**src/rtl/reg_seq_ctrl.sv**
```systemverilog
// reg_seq_ctrl: multicycle sequencer driving the register-file control and
// address ports through READ -> EXEC -> WB -> PC for one instruction at a time.
// Optional feature macro: REG_SEQ_RETIRE_CNT_EN adds the 32-bit `retired`
// counter port.
//
// state | meaning
// IDLE  | waiting for an instruction, instr_ready high
// READ  | operand addresses presented, PC read requested
// EXEC  | ALU running, waits for exec_done or timeout
// WB    | result write-back (strobe only when op_wr)
// PC    | PC update, done pulse
module reg_seq_ctrl #(
  parameter int EXEC_TIMEOUT = 16,
  parameter int PC_STEP      = 4
) (
  input  logic        clk,
  input  logic        rst,
  input  logic        instr_valid,
  output logic        instr_ready,
  input  logic [3:0]  op_rn,
  input  logic [3:0]  op_rm,
  input  logic [3:0]  op_rd,
  input  logic        op_wr,
  input  logic        op_branch,
  input  logic [31:0] branch_target,
  input  logic [31:0] pc_in,
  output logic        exec_start,
  input  logic        exec_done,
  output logic        rf_enable,
  output logic        rf_rwA,
  output logic        rf_rwB,
  output logic        rf_rwPc,
  output logic        rf_rwResult,
  output logic        rf_getPc,
  output logic [3:0]  rf_addressA,
  output logic [3:0]  rf_addressB,
  output logic [3:0]  rf_addressResult,
  output logic [31:0] rf_dataInPc,
  output logic        busy,
  output logic        done,
  output logic        err
`ifdef REG_SEQ_RETIRE_CNT_EN
  ,
  output logic [31:0] retired
`endif
);

  typedef enum logic [2:0] {
    S_IDLE = 3'd0,
    S_READ = 3'd1,
    S_EXEC = 3'd2,
    S_WB   = 3'd3,
    S_PC   = 3'd4
  } state_t;

  localparam logic [7:0]  TIMEOUT_LAST = 8'(EXEC_TIMEOUT - 1);
  localparam logic [31:0] STEP         = 32'(PC_STEP);

  state_t      state;
  state_t      state_nxt;
  logic [3:0]  rn_q;
  logic [3:0]  rm_q;
  logic [3:0]  rd_q;
  logic        wr_q;
  logic        br_q;
  logic [31:0] tgt_q;
  logic [7:0]  exec_cnt;
  logic        accept;
  logic        timeout_hit;

  assign accept      = instr_valid && (state == S_IDLE);
  // exec_done on the final allowed cycle wins over the timeout
  assign timeout_hit = (state == S_EXEC) && !exec_done && (exec_cnt == TIMEOUT_LAST);

  // state register
  always_ff @(posedge clk or posedge rst) begin
    if (rst) state <= S_IDLE;
    else     state <= state_nxt;
  end

  // next-state logic
  always_comb begin
    state_nxt = state;
    case (state)
      S_IDLE: if (accept) state_nxt = S_READ;
      S_READ: state_nxt = S_EXEC;
      S_EXEC: begin
        if (exec_done)        state_nxt = S_WB;
        else if (timeout_hit) state_nxt = S_PC;
      end
      S_WB:    state_nxt = S_PC;
      S_PC:    state_nxt = S_IDLE;
      default: state_nxt = S_IDLE;
    endcase
  end

  // instruction capture, held stable until the return to IDLE
  always_ff @(posedge clk or posedge rst) begin
    if (rst) begin
      rn_q  <= '0;
      rm_q  <= '0;
      rd_q  <= '0;
      wr_q  <= 1'b0;
      br_q  <= 1'b0;
      tgt_q <= '0;
    end else if (accept) begin
      rn_q  <= op_rn;
      rm_q  <= op_rm;
      rd_q  <= op_rd;
      wr_q  <= op_wr;
      br_q  <= op_branch;
      tgt_q <= branch_target;
    end
  end

  // EXEC cycle counter; zero on entry since EXEC is only reached from READ
  always_ff @(posedge clk or posedge rst) begin
    if (rst)                  exec_cnt <= '0;
    else if (state == S_EXEC) exec_cnt <= exec_cnt + 8'd1;
    else                      exec_cnt <= '0;
  end

  // sticky timeout flag
  always_ff @(posedge clk or posedge rst) begin
    if (rst)              err <= 1'b0;
    else if (timeout_hit) err <= 1'b1;
  end

`ifdef REG_SEQ_RETIRE_CNT_EN
  // retired-instruction counter, wraps naturally
  always_ff @(posedge clk or posedge rst) begin
    if (rst)                retired <= '0;
    else if (state == S_PC) retired <= retired + 32'd1;
  end
`endif

  // output decode
  always_comb begin
    instr_ready      = 1'b0;
    exec_start       = 1'b0;
    rf_enable        = 1'b0;
    rf_rwA           = 1'b0;
    rf_rwB           = 1'b0;
    rf_rwPc          = 1'b0;
    rf_rwResult      = 1'b0;
    rf_getPc         = 1'b0;
    rf_addressA      = '0;
    rf_addressB      = '0;
    rf_addressResult = '0;
    rf_dataInPc      = '0;
    busy             = (state != S_IDLE);
    done             = 1'b0;
    if (state != S_IDLE) begin
      rf_addressA      = rn_q;
      rf_addressB      = rm_q;
      rf_addressResult = rd_q;
    end
    case (state)
      S_IDLE: instr_ready = 1'b1;
      S_READ: rf_getPc = 1'b1;
      S_EXEC: exec_start = (exec_cnt == 8'd0);
      S_WB: begin
        rf_enable   = 1'b1;
        rf_rwResult = wr_q;
      end
      S_PC: begin
        rf_enable   = 1'b1;
        rf_rwPc     = 1'b1;
        done        = 1'b1;
        rf_dataInPc = br_q ? tgt_q : (pc_in + STEP);
      end
      default: ;
    endcase
  end

endmodule

```
**config.mk**
```make
export PLATFORM = sky130hd
export DESIGN_NAME = reg_seq_ctrl
export DESIGN_NICKNAME = d
export VERILOG_FILES = /design/src/rtl/reg_seq_ctrl.sv
export SDC_FILE = /design/constraint.sdc
export NUM_CORES = 1
export LEC_CHECK = 0
export CORE_AREA = 8 8 123 80
export DETAILED_ROUTE_END_ITERATION = 16
export DIE_AREA = 0 0 131 88
export PLACE_DENSITY = 0.92
export SYNTH_ARGS = -nofsm -noshare
export SYNTH_HDL_FRONTEND = slang
export SYNTH_SLANG_ARGS = --single-unit
```
**constraint.sdc**
```tcl
create_clock -name clk -period 2.7 [get_ports clk]
set_clock_uncertainty 0.2 [all_clocks]
set_input_delay 0.405 -clock clk [delete_from_list [all_inputs] [get_ports clk]]
set_output_delay 0.405 -clock clk [all_outputs]
set_load 0.005 [all_outputs]
```
Yosys cells after proc, flatten, opt, wreduce, memory -nomap -nowiden
Cells that the tools add are included.
{ "totals": {"output_inout_bits": 55, "input_bits": 82, "ff_bits": 58, "elab_cells": 43} }
{ "op_classes": {"n_eq_ne": 7, "mux": 16, "reduce_logical": 9, "add_sub_neg": 2} }
{ "ops": {"columns": ["cell", "count"], "rows": [
  ["2-to-1 mux 32 bit", 2],
  ["adder 32 x 3 -> 32 bit, second input constant", 1],
  ["2-to-1 mux 4 bit", 3],
  ["one-hot mux 3 bit (4 select lines)", 1],
  ["2-to-1 mux 3 bit", 3],
  ["adder 8 x 1 -> 8 bit, second input constant", 1],
  ["equality test 8 x 4 -> 1 bit, second input constant", 1],
  ["zero test 8 bit", 1],
  ["2-to-1 mux 8 bit", 1],
  ["equality test 3 x 2 -> 1 bit, second input constant", 2],
  ["2-to-1 mux 1 bit", 6],
  ["equality test 3 x 1 -> 1 bit, second input constant", 1],
  ["equality test 3 bit, second input constant", 1],
  ["logical AND 1 bit", 3],
  ["zero test 3 bit", 1],
  ["inequality test 3 bit, second input constant", 1],
  ["nonzero test 3 bit", 1],
  ["inequality test 2 bit, second input constant", 1],
  ["AND reduction 2 bit", 1],
  ["OR reduction 2 bit", 1],
  ["zero test 1 bit", 1]
]} }

Longest topological paths before layout
Gate-level depths: netlist of the first run.
{ "depth": {"word_depth": 6, "ltp_mapped": 7, "mapped_depth_nobuf": 6} }

Worst setup path before layout of the first run
Ideal clock, no wire load.
{ "synth_path": {"path_type": "input-to-output", "from": "in pc_in[2]", "to": "out rf_dataInPc[30]", "path_buffers": 0, "slack_ns": 0.283, "t_required_ns": 2.095, "cell_stages": 6, "arrival_time_ns": 1.812, "cell_sequence": "ha_1 nand3_1 or4_1 or3_1 xor2_1 a21oi_2"} }
{ "synth_between": {"elab_chain_cells": 3} }
{ "synth_rtl": {"columns": ["item", "line_no", "rtl"], "rows": [
  ["start, declared", "26", "input logic [31:0] pc_in,"],
  ["adder 32 x 3 -> 32 bit", "170", "rf_dataInPc = br_q ? tgt_q : (pc_in + STEP);"],
  ["2-to-1 mux 32 bit", "170", null],
  ["2-to-1 mux 32 bit", "158", "case (state)"],
  ["end, declared", "38", "output logic [31:0] rf_dataInPc,"]
]} }
Every way passes these cells.

Worst setup path after layout of the first run
{ "layout_path": {"from": "in pc_in[5]", "to": "out rf_dataInPc[30]"} }
The elaborated chain is that of the path after synthesis.

==> impl_results.md, run 1 <==
* Htree depth at 3
* Via count at 3491
* Final Critical Period at 2713 ps
* Gate Count Post-Synth at 372
* Post-synth top area share at 42.46%
* Reg2Reg Setup Slack at 650 ps
* Worst endpoint data arrival time at 2110 ps
* Final net count at 644
* Area contributors post-synth: dfrtp_1 (42%), mux2_1 (11%), xnor2_1 (5.6%), o21ai_0 (5.3%), a21oi_1 (3.7%)
* Clk sink count at 58
* Share of cells above drive strength 1 at 22.52%
* Post-route design area at 5769 um2
* Sequential element share of the synthesized area at 42.46%
* WS Path Type: in -> out
* Area leader, netlist: dfrtp_1
* RSZ-0062 raised after global routing: true
* DR iter-0 viols at 254
* Routed wl met3 at 1.136 mm
* Worst path required time at 2100 ps
* Syn Area/Cell at 9.189 um2
* Root Buffer: clkbuf_16
* Leak at 2.631 nW
* Hold WC Path Type: in -> async
* Run status: finished with violations
* Hold Vio Cnt, Final at 0
* Core Box Area at 8100 um2
* Worst skew pair latency at 330 ps
* Pin count of the biggest net entering global routing at 61
* Initial antenna violation count at 0
* Mapped Area at 3418 um2
* Placed cell area at 5205 um2
* CTS tree: done
* Row cnt at 26
* R2r startpoint: state[0]
* Die Ht at 88 um
* Port bufs at 134
* Most common cell after layout, fill and taps aside: clkdlybuf4s50_1
* Register clock-pin slew on the reported worst setup and hold paths at 50 ps
* Initial core utilization at 42.20%
* DRT antenna net count at 0
* Clock buffer depth at 2
* Post-route clock period utilization at 100.5%
* Worst setup EP type: output pin
* # Max-Cap Violations at 0
* Worst setup SP type: primary input
* Worst VDD drop at 624.5 uV
* Routed wire length at 12.64 mm
* Syn. warnings at 0
* Non-filler cells, final at 676
* GPL Wtd Cong at 0.8285
* I/O pin cnt at 137
* GR Util All Layers at 21.60%
* Commonest non-fill, non-tap cells in the layout: clkdlybuf4s50_1 (82), dfrtp_1 (57), buf_4 (57), o21ai_0 (36), mux2_1 (32)
* M1 WL at 4.919 mm
* Highest metal used: met4
* Final Max Tran Viols at 0
* Dpl hpwl at 8.696 mm
* Vias in the first global route at 3741
* Die ar. at 11530 um2
* GRT overflow at 0
* Vias/cell at 5.164
* Setup violations, final at 1
* Pwr per Cell Area at 807.4 nW/um2
* Synth Register Bits at 58
* Detail Route met2 WL at 6.228 mm
* Hold buffer count at cts at 0
* Final worst setup slack at -13.44 ps
* DR pass1 iterations at 4
* Placed instance count at 648
* R2R Path End: tgt_q[10]
* First-pass GRT wire length at 19.09 mm
* WL/cell at 18.70 um
* Synth cell types at 38
* Area grow syn2layout at 68.78%
* N_diodes at 0
* Worst reg-to-reg path cell count at 5
* Total CTS buffers at 9
* Die Width at 131 um
* # DRC at 0
* Worst-path fanout max at 4
* Fmax at 0.3685 GHz
* Failing checks: negative setup slack
state kept, by name, summed over array words and instances, names as in the netlist, 3 cells and up:
register  flops
rd_q          4
exec_cnt      8
rn_q          4
state         3
tgt_q        32
rm_q          4
cell families after synthesis:
kind of cell / synth area share [%]
buffers and inverters: 6.259
AO/OA/AOI/OAI: 9.663
AND/OR/NAND/NOR: 18.78
adder cells (fa/ha/maj): 1.098
flip-flops: 42.46
XOR/XNOR: 8.455
multiplexers: 13.18
other: 0.1097
where the power goes:
part	internal, W	total [W]	leakage [nW]	switching [W]
clock	0.000857	0.00124	0.163	0.000386
combinational	0.00102	0.00196	1.76	0.000936
sequential	0.00126	0.00146	0.710	0.000201
stage by stage:
stage	hold slack [ps]	setup slack, ps	TNS [ps]	util, %	power [W]
CTS	202.6	-90.06	-90.06	70.53	0.004676
detailed placement	266.9	-790.0	-12580	64.26	0.003436
finish	209.2	-13.44	-13.44	71.22	0.004658
global route	237.0	-46.04	-49.84	71.22	0.004963
floorplan	247.3	283.1	0	-	0.002450
global placement	258.4	-776.3	-11100	64.26	0.003334
what timing repair did:
item,CTS,global route
gates resized for setup,105,28
pin swaps,26,14
endpoints found under the setup margin,28,13
buffers inserted,9,4
cell usage after synthesis:
library cell and n:
dfrtp_1 58, o21ai_0 36, mux2_1 32, nor2_1 32
nand2_1 28, a21oi_1 25, xnor2_1 22, inv_1 21
nand3_1 12, nor2b_1 12, xor2_1 11, clkbuf_1 10
mux2i_1 9, nor3_1 9, nand4_1 8, and3_1 6
buf_4 6, buf_2 4, ha_1 3, nor4_1 3
and4_1 2, and4_4 2, buf_1 2, nor3b_1 2
or2_1 2, or3_1 2, or4_1 2, a21oi_2 1
a31o_1 1, and2_1 1, and4b_1 1, buf_6 1
clkbuf_2 1, conb_1 1, dlygate4sd1_1 1, nand4_2 1
o21a_1 1, or2_2 1
how the worst max path moves through the flow:
stage               startpoint               to
global route          pc_in[5]  rf_dataInPc[30]
global placement      pc_in[2]  rf_dataInPc[30]
CTS                   pc_in[2]  rf_dataInPc[30]
floorplan             pc_in[2]  rf_dataInPc[30]
finish                pc_in[5]  rf_dataInPc[30]
detailed placement    pc_in[3]  rf_dataInPc[30]
critical path, stage by stage:
cell,delay [ps]
clkdlybuf4s15_1,270
nand3_2,120
or4_1,530
or3_4,350
xor2_1,170
a21oi_2,130
buf_2,130
layout make-up:
cell class                 count  area [um2]
sequential                    58        1453
multi-input combinational    269        1962
clock inverter                 4       73.82
inverter                      21       78.83
timing repair buffer         200        1805
fill                         588        2331
clock buffer                  12       256.5
tap                          112       140.1
layer usage:
metal / GRT usage [%] / vias to the layer above
met4: 9.741 / 0
met1: 23.57 / 1670
met2: 36.52 / 155
met3: 8.632 / 32
met5: 0 / -
li1: - / 1634
Power figures use the tool's default switching activity.
==> inputs of run 2 (changes only) <==
--- a/config.mk
+++ b/config.mk
@@ -8,7 +8,7 @@
 export CORE_AREA = 8 8 123 80
 export DETAILED_ROUTE_END_ITERATION = 16
 export DIE_AREA = 0 0 131 88
-export PLACE_DENSITY = 0.92
+export PLACE_DENSITY = 0.83
 export SYNTH_ARGS = -nofsm -noshare
 export SYNTH_HDL_FRONTEND = slang
 export SYNTH_SLANG_ARGS = --single-unit
==> run 2 against run 1 <==
The run now ends clean; die area did not move; sequential power about the same; wire length down 3.1%; cell area increased by 0.28%; count of clock-buffer cells in the layout unchanged; cell count up 0.74%; power decreased by 2.5%; flip-flop and latch count did not move; clock power decreased by 11%; critical path type unchanged; highest routed layer unchanged.
==> impl_results.md, run 2 (synthesized netlist as in run 1, its figures left out) <==
* Dpl hpwl at 8.693 mm
* WS Path Type: in -> out
* Worst skew pair latency at 330 ps
* Placed instance count at 649
* Placed cell area at 5213 um2
* Row cnt at 26
* Initial antenna violation count at 1
* Final Max Tran Viols at 0
* Total CTS buffers at 9
* Run status: finished, final reports clean
* Core Box Area at 8100 um2
* Design Power at 0.004541 W
* CTS tree: done
* GR Util All Layers at 21.44%
* Worst endpoint data arrival time at 2090 ps
* Worst Setup EP: rf_dataInPc[30]
* DR iter-0 viols at 160
* First-pass GRT wire length at 18.87 mm
* Non-filler cells, final at 681
* Worst VDD drop at 714.0 uV
* Final worst setup slack at 5.569 ps
* Hold buffer count at cts at 0
* RSZ-0062 raised after global routing: true
* Final hold slack at 202.7 ps
* Fmax at 0.3711 GHz
* Post-route design area at 5786 um2
* Setup violations, final at 0
* Via count at 3499
* Port bufs at 134
* Leak at 2.636 nW
* Pin count of the biggest net entering global routing at 52
* WL/cell at 17.99 um
* Root Buffer: clkbuf_16
* Register clock-pin slew on the reported worst setup and hold paths at 50 ps
* Most common cell after layout, fill and taps aside: clkdlybuf4s50_1
* Commonest non-fill, non-tap cells in the layout: clkdlybuf4s50_1 (83), buf_4 (59), dfrtp_1 (57), o21ai_0 (36)
* GPL Wtd Cong at 0.8195
* I/O pin cnt at 137
* Clk sink count at 58
* Die Width at 131 um
* Worst Setup SP: pc_in[4]
* Max FFs per register at 32
* Reg2Reg Setup Slack at 480 ps
* Die ar. at 11530 um2
* Reg with most FFs: tgt_q
* Worst path required time at 2100 ps
* Vias in the first global route at 3747
* DRT antenna net count at 0
* DR pass1 iterations at 4
* # DRC at 0
* Initial core utilization at 42.20%
* Clock buffer depth at 2
* # Max-Cap Violations at 0
* Pwr per Cell Area at 785.0 nW/um2
* Post-route clock period utilization at 99.79%
* R2r startpoint: state[0]
* Worst reg-to-reg path cell count at 5
* R2R Path End: tgt_q[10]
* Hold WC Path Type: in -> async
* Final Critical Period at 2694 ps
* Routed wire length at 12.25 mm
* Setup slack at placement at -841.0 ps
* Final net count at 648
* Hold Vio Cnt, Final at 0
* Worst setup EP type: output pin
* Die Ht at 88 um
* Worst setup SP type: primary input
* Worst-path fanout max at 2
* Share of cells above drive strength 1 at 23.99%
* Area grow syn2layout at 69.25%
* Htree depth at 3
* Vias/cell at 5.138
* GRT overflow at 0
* Top Registers: tgt_q (32), exec_cnt (8)
[run 2: changes by cell type in the layout (fill, tap and decap cells not counted), sizes merged, moves of 2 or more]
cell,delta
diode,+2
clkbuf,-2
dlygate4sd2,+2
buf,+9
clkdlybuf4s15,-7
[run 2: worst min-delay path by stage]
| stage | cells after the start | slack [ps] | end | from |
|---|---|---|---|---|
| 6_report | 2 | 200 | rn_q[0] | rst |
| 5_1_grt | 2 | 260 | rn_q[0] | rst |
| 4_1_cts | 2 | 210 | rn_q[0] | rst |
| 3_5_place_dp | 1 | 270 | rm_q[3] | rm_q[3] |
| 3_3_place_gp | 1 | 260 | rm_q[2] | rm_q[2] |
| 2_1_floorplan | 1 | 250 | exec_cnt[0] | exec_cnt[0] |
[run 2: final cells by class]
class	instances	area, um2
diodes	2	5.005
clock buffers	12	246.5
clock inverters	3	40.04
fillers	594	2315
inverters	21	78.83
multi-input cells	269	1994
flip-flops and latches	58	1453
well taps	112	140.1
repair buffers	204	1828
[run 2: worst max-delay path: stages]
cell	delay, ps
dlygate4sd2_1	250
nand3_2	120
or4_1	530
or3_4	360
xor2_2	160
a21oi_2	130
buf_2	130
[run 2: timing repair]
item	CTS	global route
pin swaps	31	16
buffers inserted	13	2
endpoints found under the setup margin	27	9
cloned	0	0
gates resized for setup	120	25
[run 2: metrics by stage]
step	utilization, %	TNS [ps]
2_1_floorplan	-	0
3_3_place_gp	64.35	-11210
3_5_place_dp	64.35	-12150
4_1_cts	70.64	-62.57
5_1_grt	71.39	-29.40
6_report	71.42	0
[run 2: per-layer routing]
| metal | wire [um] | up-vias | GRT usage [%] |
|---|---|---|---|
| met5 | 0 | - | 0 |
| met4 | 317 | 0 | 8.290 |
| met3 | 1206 | 26 | 8.389 |
| met2 | 5816 | 143 | 35.45 |
| met1 | 4910 | 1686 | 24.60 |
| li1 | - | 1644 | - |
[run 2: where the power goes]
part	total [W]	leakage [nW]	switching [W]	internal, W
clock network	0.00110	0.142	0.000373	0.000729
logic	0.00198	1.78	0.000937	0.00104
registers	0.00146	0.710	0.000201	0.00126
